$ cat src/rtl/riscv_pkg.sv
// Shared RV32I constants for the issue stage: opcodes, immediate formats,
// FSM state encoding and a small register-usage decoder.
package riscv_pkg;

  localparam logic [6:0] OP_LUI    = 7'b0110111;
  localparam logic [6:0] OP_AUIPC  = 7'b0010111;
  localparam logic [6:0] OP_JAL    = 7'b1101111;
  localparam logic [6:0] OP_JALR   = 7'b1100111;
  localparam logic [6:0] OP_BRANCH = 7'b1100011;
  localparam logic [6:0] OP_LOAD   = 7'b0000011;
  localparam logic [6:0] OP_STORE  = 7'b0100011;
  localparam logic [6:0] OP_IMM    = 7'b0010011;
  localparam logic [6:0] OP_OP     = 7'b0110011;

  typedef enum logic [2:0] {FMT_R, FMT_I, FMT_S, FMT_B, FMT_U, FMT_J} imm_fmt_e;
  typedef enum logic [1:0] {S_IDLE, S_WAIT, S_ISSUE} state_e;

  typedef struct packed {
    logic       rs1_used;
    logic       rs2_used;
    logic       rd_wr;
    logic [4:0] rs1;
    logic [4:0] rs2;
    logic [4:0] rd;
  } dec_t;

  function automatic imm_fmt_e imm_fmt(input logic [6:0] op);
    case (op)
      OP_OP:                 return FMT_R;
      OP_STORE:              return FMT_S;
      OP_BRANCH:             return FMT_B;
      OP_LUI, OP_AUIPC:      return FMT_U;
      OP_JAL:                return FMT_J;
      default:               return FMT_I;
    endcase
  endfunction

  // x0 is never a dependency: it is neither a real source nor a real destination.
  function automatic dec_t decode(input logic [31:0] instr);
    dec_t       d;
    logic [6:0] op;
    op         = instr[6:0];
    d.rs1      = instr[19:15];
    d.rs2      = instr[24:20];
    d.rd       = instr[11:7];
    d.rs1_used = !(op inside {OP_LUI, OP_AUIPC, OP_JAL}) && (d.rs1 != 5'd0);
    d.rs2_used = (op inside {OP_OP, OP_STORE, OP_BRANCH}) && (d.rs2 != 5'd0);
    d.rd_wr    = !(op inside {OP_STORE, OP_BRANCH}) && (d.rd != 5'd0);
    return d;
  endfunction

endpackage

$ cat src/rtl/imm_gen.sv
// Combinational RV32I immediate extraction, sign-extended to BITS.
module imm_gen
  import riscv_pkg::*;
#(
  parameter int BITS = 32
) (
  input  logic [31:0]     instr_i,
  output logic [BITS-1:0] imm_o
);

  logic signed [31:0] v;

  always_comb begin
    v = '0;
    case (imm_fmt(instr_i[6:0]))
      FMT_I:   v = {{20{instr_i[31]}}, instr_i[31:20]};
      FMT_S:   v = {{20{instr_i[31]}}, instr_i[31:25], instr_i[11:7]};
      FMT_B:   v = {{19{instr_i[31]}}, instr_i[31], instr_i[7], instr_i[30:25],
                    instr_i[11:8], 1'b0};
      FMT_U:   v = {instr_i[31:12], 12'b0};
      FMT_J:   v = {{11{instr_i[31]}}, instr_i[31], instr_i[19:12], instr_i[20],
                    instr_i[30:21], 1'b0};
      default: v = '0;
    endcase
  end

  assign imm_o = BITS'(v);

endmodule

$ cat src/rtl/issue_stage.sv
// Single-slot in-order issue stage: register-file read, scoreboard RAW/WAW
// interlock against writeback, and a valid/ready handshake into execute.
module issue_stage
  import riscv_pkg::*;
#(
  parameter int BITS = 32
) (
  input  logic            clk,
  input  logic            rst_n,
  input  logic            if_valid,
  output logic            if_ready,
  input  logic [31:0]     if_instr,
  input  logic [BITS-1:0] if_pc,
  output logic [4:0]      rf_ad1,
  output logic [4:0]      rf_ad2,
  input  logic [BITS-1:0] rf_rs1,
  input  logic [BITS-1:0] rf_rs2,
  output logic            ex_valid,
  input  logic            ex_ready,
  output logic [BITS-1:0] ex_pc,
  output logic [BITS-1:0] ex_rs1,
  output logic [BITS-1:0] ex_rs2,
  output logic [BITS-1:0] ex_imm,
  output logic [31:0]     ex_instr,
  input  logic            wb_valid,
  input  logic [4:0]      wb_rd,
  input  logic            flush
);

  state_e          state_q;
  logic [31:0]     instr_q;
  logic [BITS-1:0] pc_q;
  logic [31:0]     sb_q, sb_d, sb_eff, clr_mask, set_mask;
  logic [BITS-1:0] imm;
  dec_t            dec;
  logic            in_issue, accept, fire, hazard;

  assign dec      = decode(instr_q);
  assign in_issue = (state_q == S_ISSUE);

  // rst_n gating keeps if_ready low while reset is held even though state is IDLE.
  assign if_ready = rst_n && !flush && ((state_q == S_IDLE) || (in_issue && ex_ready));
  assign accept   = if_valid && if_ready;
  assign ex_valid = in_issue && !flush;
  assign fire     = ex_valid && ex_ready;

  // A same-edge writeback is already visible through the register file, so
  // the bit it clears no longer blocks.
  assign clr_mask = (wb_valid && wb_rd != 5'd0) ? (32'(1) << wb_rd) : '0;
  assign set_mask = (fire && dec.rd_wr) ? (32'(1) << dec.rd) : '0;
  assign sb_eff   = sb_q & ~clr_mask;
  assign sb_d     = (sb_eff | set_mask) & ~32'(1);

  assign hazard = (dec.rs1_used && sb_eff[dec.rs1]) ||
                  (dec.rs2_used && sb_eff[dec.rs2]) ||
                  (dec.rd_wr    && sb_eff[dec.rd]);

  assign rf_ad1 = (state_q == S_IDLE) ? 5'd0 : dec.rs1;
  assign rf_ad2 = (state_q == S_IDLE) ? 5'd0 : dec.rs2;

  imm_gen #(.BITS(BITS)) u_imm (
    .instr_i (instr_q),
    .imm_o   (imm)
  );

  assign ex_pc    = in_issue ? pc_q : '0;
  assign ex_instr = in_issue ? instr_q : '0;
  assign ex_imm   = in_issue ? imm : '0;
  assign ex_rs1   = in_issue ? rf_rs1 : '0;
  assign ex_rs2   = (in_issue && imm_fmt(instr_q[6:0]) inside {FMT_R, FMT_S, FMT_B}) ? rf_rs2 : '0;

  always_ff @(posedge clk or negedge rst_n) begin
    if (!rst_n) begin
      state_q <= S_IDLE;
      instr_q <= '0;
      pc_q    <= '0;
    end else if (flush) begin
      state_q <= S_IDLE;
      instr_q <= '0;
      pc_q    <= '0;
    end else if (accept) begin
      state_q <= S_WAIT;
      instr_q <= if_instr;
      pc_q    <= if_pc;
    end else begin
      case (state_q)
        S_WAIT:  if (!hazard) state_q <= S_ISSUE;
        S_ISSUE: if (ex_ready) state_q <= S_IDLE;
        default: ;
      endcase
    end
  end

  always_ff @(posedge clk or negedge rst_n) begin
    if (!rst_n) sb_q <= '0;
    else        sb_q <= sb_d;
  end

endmodule

$ cat config.mk
export PLATFORM = sky130hd
export DESIGN_NAME = issue_stage
export DESIGN_NICKNAME = d
export VERILOG_FILES = /design/src/rtl/riscv_pkg.sv /design/src/rtl/imm_gen.sv /design/src/rtl/issue_stage.sv
export SDC_FILE = /design/constraint.sdc
export NUM_CORES = 1
export LEC_CHECK = 0
export ABC_AREA = 1
export CAP_MARGIN = 15
export CORE_MARGIN = 5
export CORE_UTILIZATION = 40
export CTS_CLUSTER_SIZE = 40
export DETAILED_ROUTE_END_ITERATION = 12
export HOLD_SLACK_MARGIN = 0.06
export PLACE_DENSITY = 0.75
export REMOVE_ABC_BUFFERS = 1
export SLEW_MARGIN = 10
export SYNTH_ARGS = -nofsm -noshare
export SYNTH_HDL_FRONTEND = slang
export SYNTH_SLANG_ARGS = --single-unit
$ cat constraint.sdc
create_clock -name clk -period 2.85 [get_ports clk]
set_clock_uncertainty 0.2 [all_clocks]
set_input_delay 0.57 -clock clk [delete_from_list [all_inputs] [get_ports clk]]
set_output_delay 0.57 -clock clk [all_outputs]
set_load 0.02 [all_outputs]
==> summary.md <==
| Metric | Value |
|---|---|
| Outcome | `complete, but fails checks` |
| Violated checks | `setup timing` |
| Cells after synthesis | `1,049` |
| IO Pins | `311` |
| Pins Over Slew Limit | `0` |
| Reg clk slew, reported paths | `0.07 ns` |
| Worst endpoint data arrival time | `2.68 ns` |
| Top-area cell type share of the netlist area | `0.363` |
| Starting DRC count in detailed routing | `1,014` |
| Post-layout min period | `3.45 ns` |
| GPL Wtd Cong | `0.966` |
| Post-DP Area | `0.0107 mm^2` |
| Worst Setup Path Type | `register to output port` |
| FP Rows | `47` |
| Non-filler instance count after layout | `1,659` |
| Share of cells above drive strength 1 | `0.213` |
| Final Cell Area | `0.0116 mm^2` |
| Post-DRT Antenna Nets | `0` |
| Fmax | `0.290 GHz` |
| GRT Util Overall | `0.314` |
| Final Hold Vio Count | `0` |
| Reg power frac | `0.292` |
| Avg WL per Cell | `19.9 um` |
| # port buffers | `310` |
| Final setup fails | `64` |
| Largest net degree at the start of global routing | `72` |
| Pwr/cell area | `464 mW/mm^2` |
| Clk_lat worst skew | `0.36 ns` |
| Detailed-route via count | `8,941` |
| CP Max Fanout | `6` |
| TritonCTS clock tree | `yes` |
| Vias in the first global route | `8,689` |
| CP Launch Point | `instr_q[1]` |
| DR pass1 iterations | `6` |
| Placed instance count | `1,620` |
| Final period utilization | `1.21` |
| DRC viols | `0` |
| Synth area leader | `dfrtp_1` |
| Sequential fraction of the synthesis area | `0.363` |
| Reg2Reg Launch Point | `state_q[0]` |
| Measured slew at the worst slew-check pin | `0.934 ns` |
| Worst setup margin | `-0.600 ns` |
| Max Cap Viol | `0` |
| Netlist cell types | `34` |
| Drt via density | `5.39` |
| HP Class | `input port to asynchronous set/reset pin` |
| Post-synth top flop | `dfrtp_1` |
| Clk pwr share | `0.243` |
| Final WL | `32,900 um` |
| Worst hold margin | `0.0586 ns` |
| CP required | `2.08 ns` |
| Post-DP HPWL | `23,600 um` |
| Yosys reg bits | `97` |
| Design Power | `5.40 mW` |
| Yosys Warn Count | `0` |
| VDD IR max | `0.352 mV` |
| CORE AREA | `0.0165 mm^2` |
| CP Capture Type | `output port` |
| Layout Nets | `1,573` |
| Clk sinks | `97` |
| Syn Area/Cell | `6.38 um^2` |
| Initial antenna violation count | `3` |
| Post-synth EDFFs | `0` |
| Total leakage power | `5.67 nW` |
| Top post-synthesis cells by area | `dfrtp_1 (36%), nand3_1 (12%), nor2_1 (11%), inv_1 (8.8%), nand2_1 (8.2%)` |
| Clock buffers created by TritonCTS | `9` |
| Synth-to-Final Area Change | `73.6%` |
| Crit start category | `register` |
| Die height | `139 um` |
| Slew headroom | `0.377` |
| Reg2Reg Depth | `8` |
| Post-synthesis cell area | `0.00669 mm^2` |
| Total gr overflow | `0` |
| First-pass GRT wire length | `48,700 um` |
| Sw Ratio | `0.410` |
| Net Sw Power | `2.21 mW` |
| RSZ-0062 raised after global routing | `true` |
| Top post-synthesis cells by count | `nor2_1 (197), nand3_1 (161), inv_1 (157)` |
| CTS HTree Levels | `3` |
| Clk root buf | `clkbuf_16` |
| Count leader, synth | `nor2_1` |
| Die footprint | `0.0194 mm^2` |
| Combinational share of power | `0.465` |
| Cell Int Power | `3.19 mW` |
| Initial Util | `0.405` |
| Asr flop ratio synth | `1.00` |
| Layout fillers | `1,334` |
| Dpl ws | `-0.560 ns` |
| Max clock buf depth | `2` |
| Die width | `139 um` |
[final cells by class]
class,count,area [um^2],area share
Clock inverter,6,73.8,0.00635
Tap cell,220,275,0.0237
Multi-Input combinational cell,713,3780,0.325
Inverter,172,649,0.0559
Sequential cell,97,2430,0.209
Timing Repair Buffer,440,4170,0.359
Clock buffer,10,239,0.0206
Antenna cell,1,2.50,0.000215
[cells by family after synthesis]
| group | Yosys count | synth area share |
|---|---|---|
| and+or+nand+nor | 551 | 0.360 |
| AOI/OAI and AO/OA | 161 | 0.136 |
| DFF | 97 | 0.363 |
| buffers and inverters | 239 | 0.139 |
| adders and majority gates | 1 | 0.00187 |
[path summary, 6_finish.rpt]
check	end	slack [ns]
worst max-delay path	ex_imm[4]	-0.60
worst min-delay path	sb_q[30]	0.06
worst max register to register	sb_q[6]	0.48
worst min register to register	pc_q[9]	0.34
max in group asynchronous	state_q[1]	1.13
min in group clk	pc_q[9]	0.34
[power groups by stage]
| stage | clock, mW | combinational (mW) | sequential [mW] |
|---|---|---|---|
| global placement | 0 | 2.39 | 1.59 |
| CTS | 1.32 | 2.43 | 1.57 |
| global route | 1.37 | 2.68 | 1.59 |
| floorplan | 0 | 1.06 | 1.59 |
| finish | 1.31 | 2.51 | 1.58 |
| detailed placement | 0 | 2.40 | 1.59 |
[sequential cells by signal (all words and copies together), names as in the netlist]
name / flops
instr_q: 32
state_q: 2
sb_q: 31
pc_q: 32
[cell usage in the layout (no fill, tap or decap), types with 5 or more instances in the layout]
cell type,instances
nand3_1,160
nor2_1,155
inv_1,152
nand2_1,144
clkdlybuf4s50_1,142
buf_4,120
dfrtp_1,97
dlygate4sd2_1,93
o21ai_0,85
buf_6,50
nor2_4,45
a21oi_1,23
nand4_1,19
o31ai_1,18
inv_2,15
buf_2,12
buf_12,11
nor3_1,10
clkbuf_16,10
a211oi_1,8
dlymetal6s2s_1,7
nor2_2,6
o21ai_1,6
a21oi_4,5
[layer usage]
layer / up-vias / track usage / wire [um] / share of wire
li1: 4128 / - / - / -
met1: 4168 / 0.400 / 12300 / 0.37
met2: 515 / 0.507 / 15700 / 0.48
met3: 126 / 0.0796 / 3180 / 0.097
met4: 4 / 0.136 / 1730 / 0.053
met5: - / 0 / 21 / 0.00064
[metrics by stage]
step,utilization,TNS [ns]
4_1_cts,0.678,-26.59
5_1_grt,0.703,-38.71
2_1_floorplan,-,-243.87
6_report,0.703,-30.75
3_5_place_dp,0.648,-26.10
3_3_place_gp,0.648,-19.28
[timing repair]
item	CTS	global route
endpoints found under the setup margin	159	70
gates resized for setup	461	100
hold buffers	0	0
pin swaps	11	10
setup buffers	13	6
cloned	3	1
[critical path, stage by stage, from the launching register on]
cell,delay (ns)
dfrtp_1,0.37
nand2_2,0.09
nor2_4,0.10
nand2_2,0.08
buf_4,0.15
nor4_4,0.14
inv_1,0.11
nand2_1,0.09
inv_2,0.06
nor2_4,0.11
buf_6,0.13
nor2_4,0.04
or2_4,0.27
nand2_4,0.11
buf_12,0.14
buf_8,0.11
a21oi_4,0.04
buf_6,0.15
(Power assumes the default switching activity.)
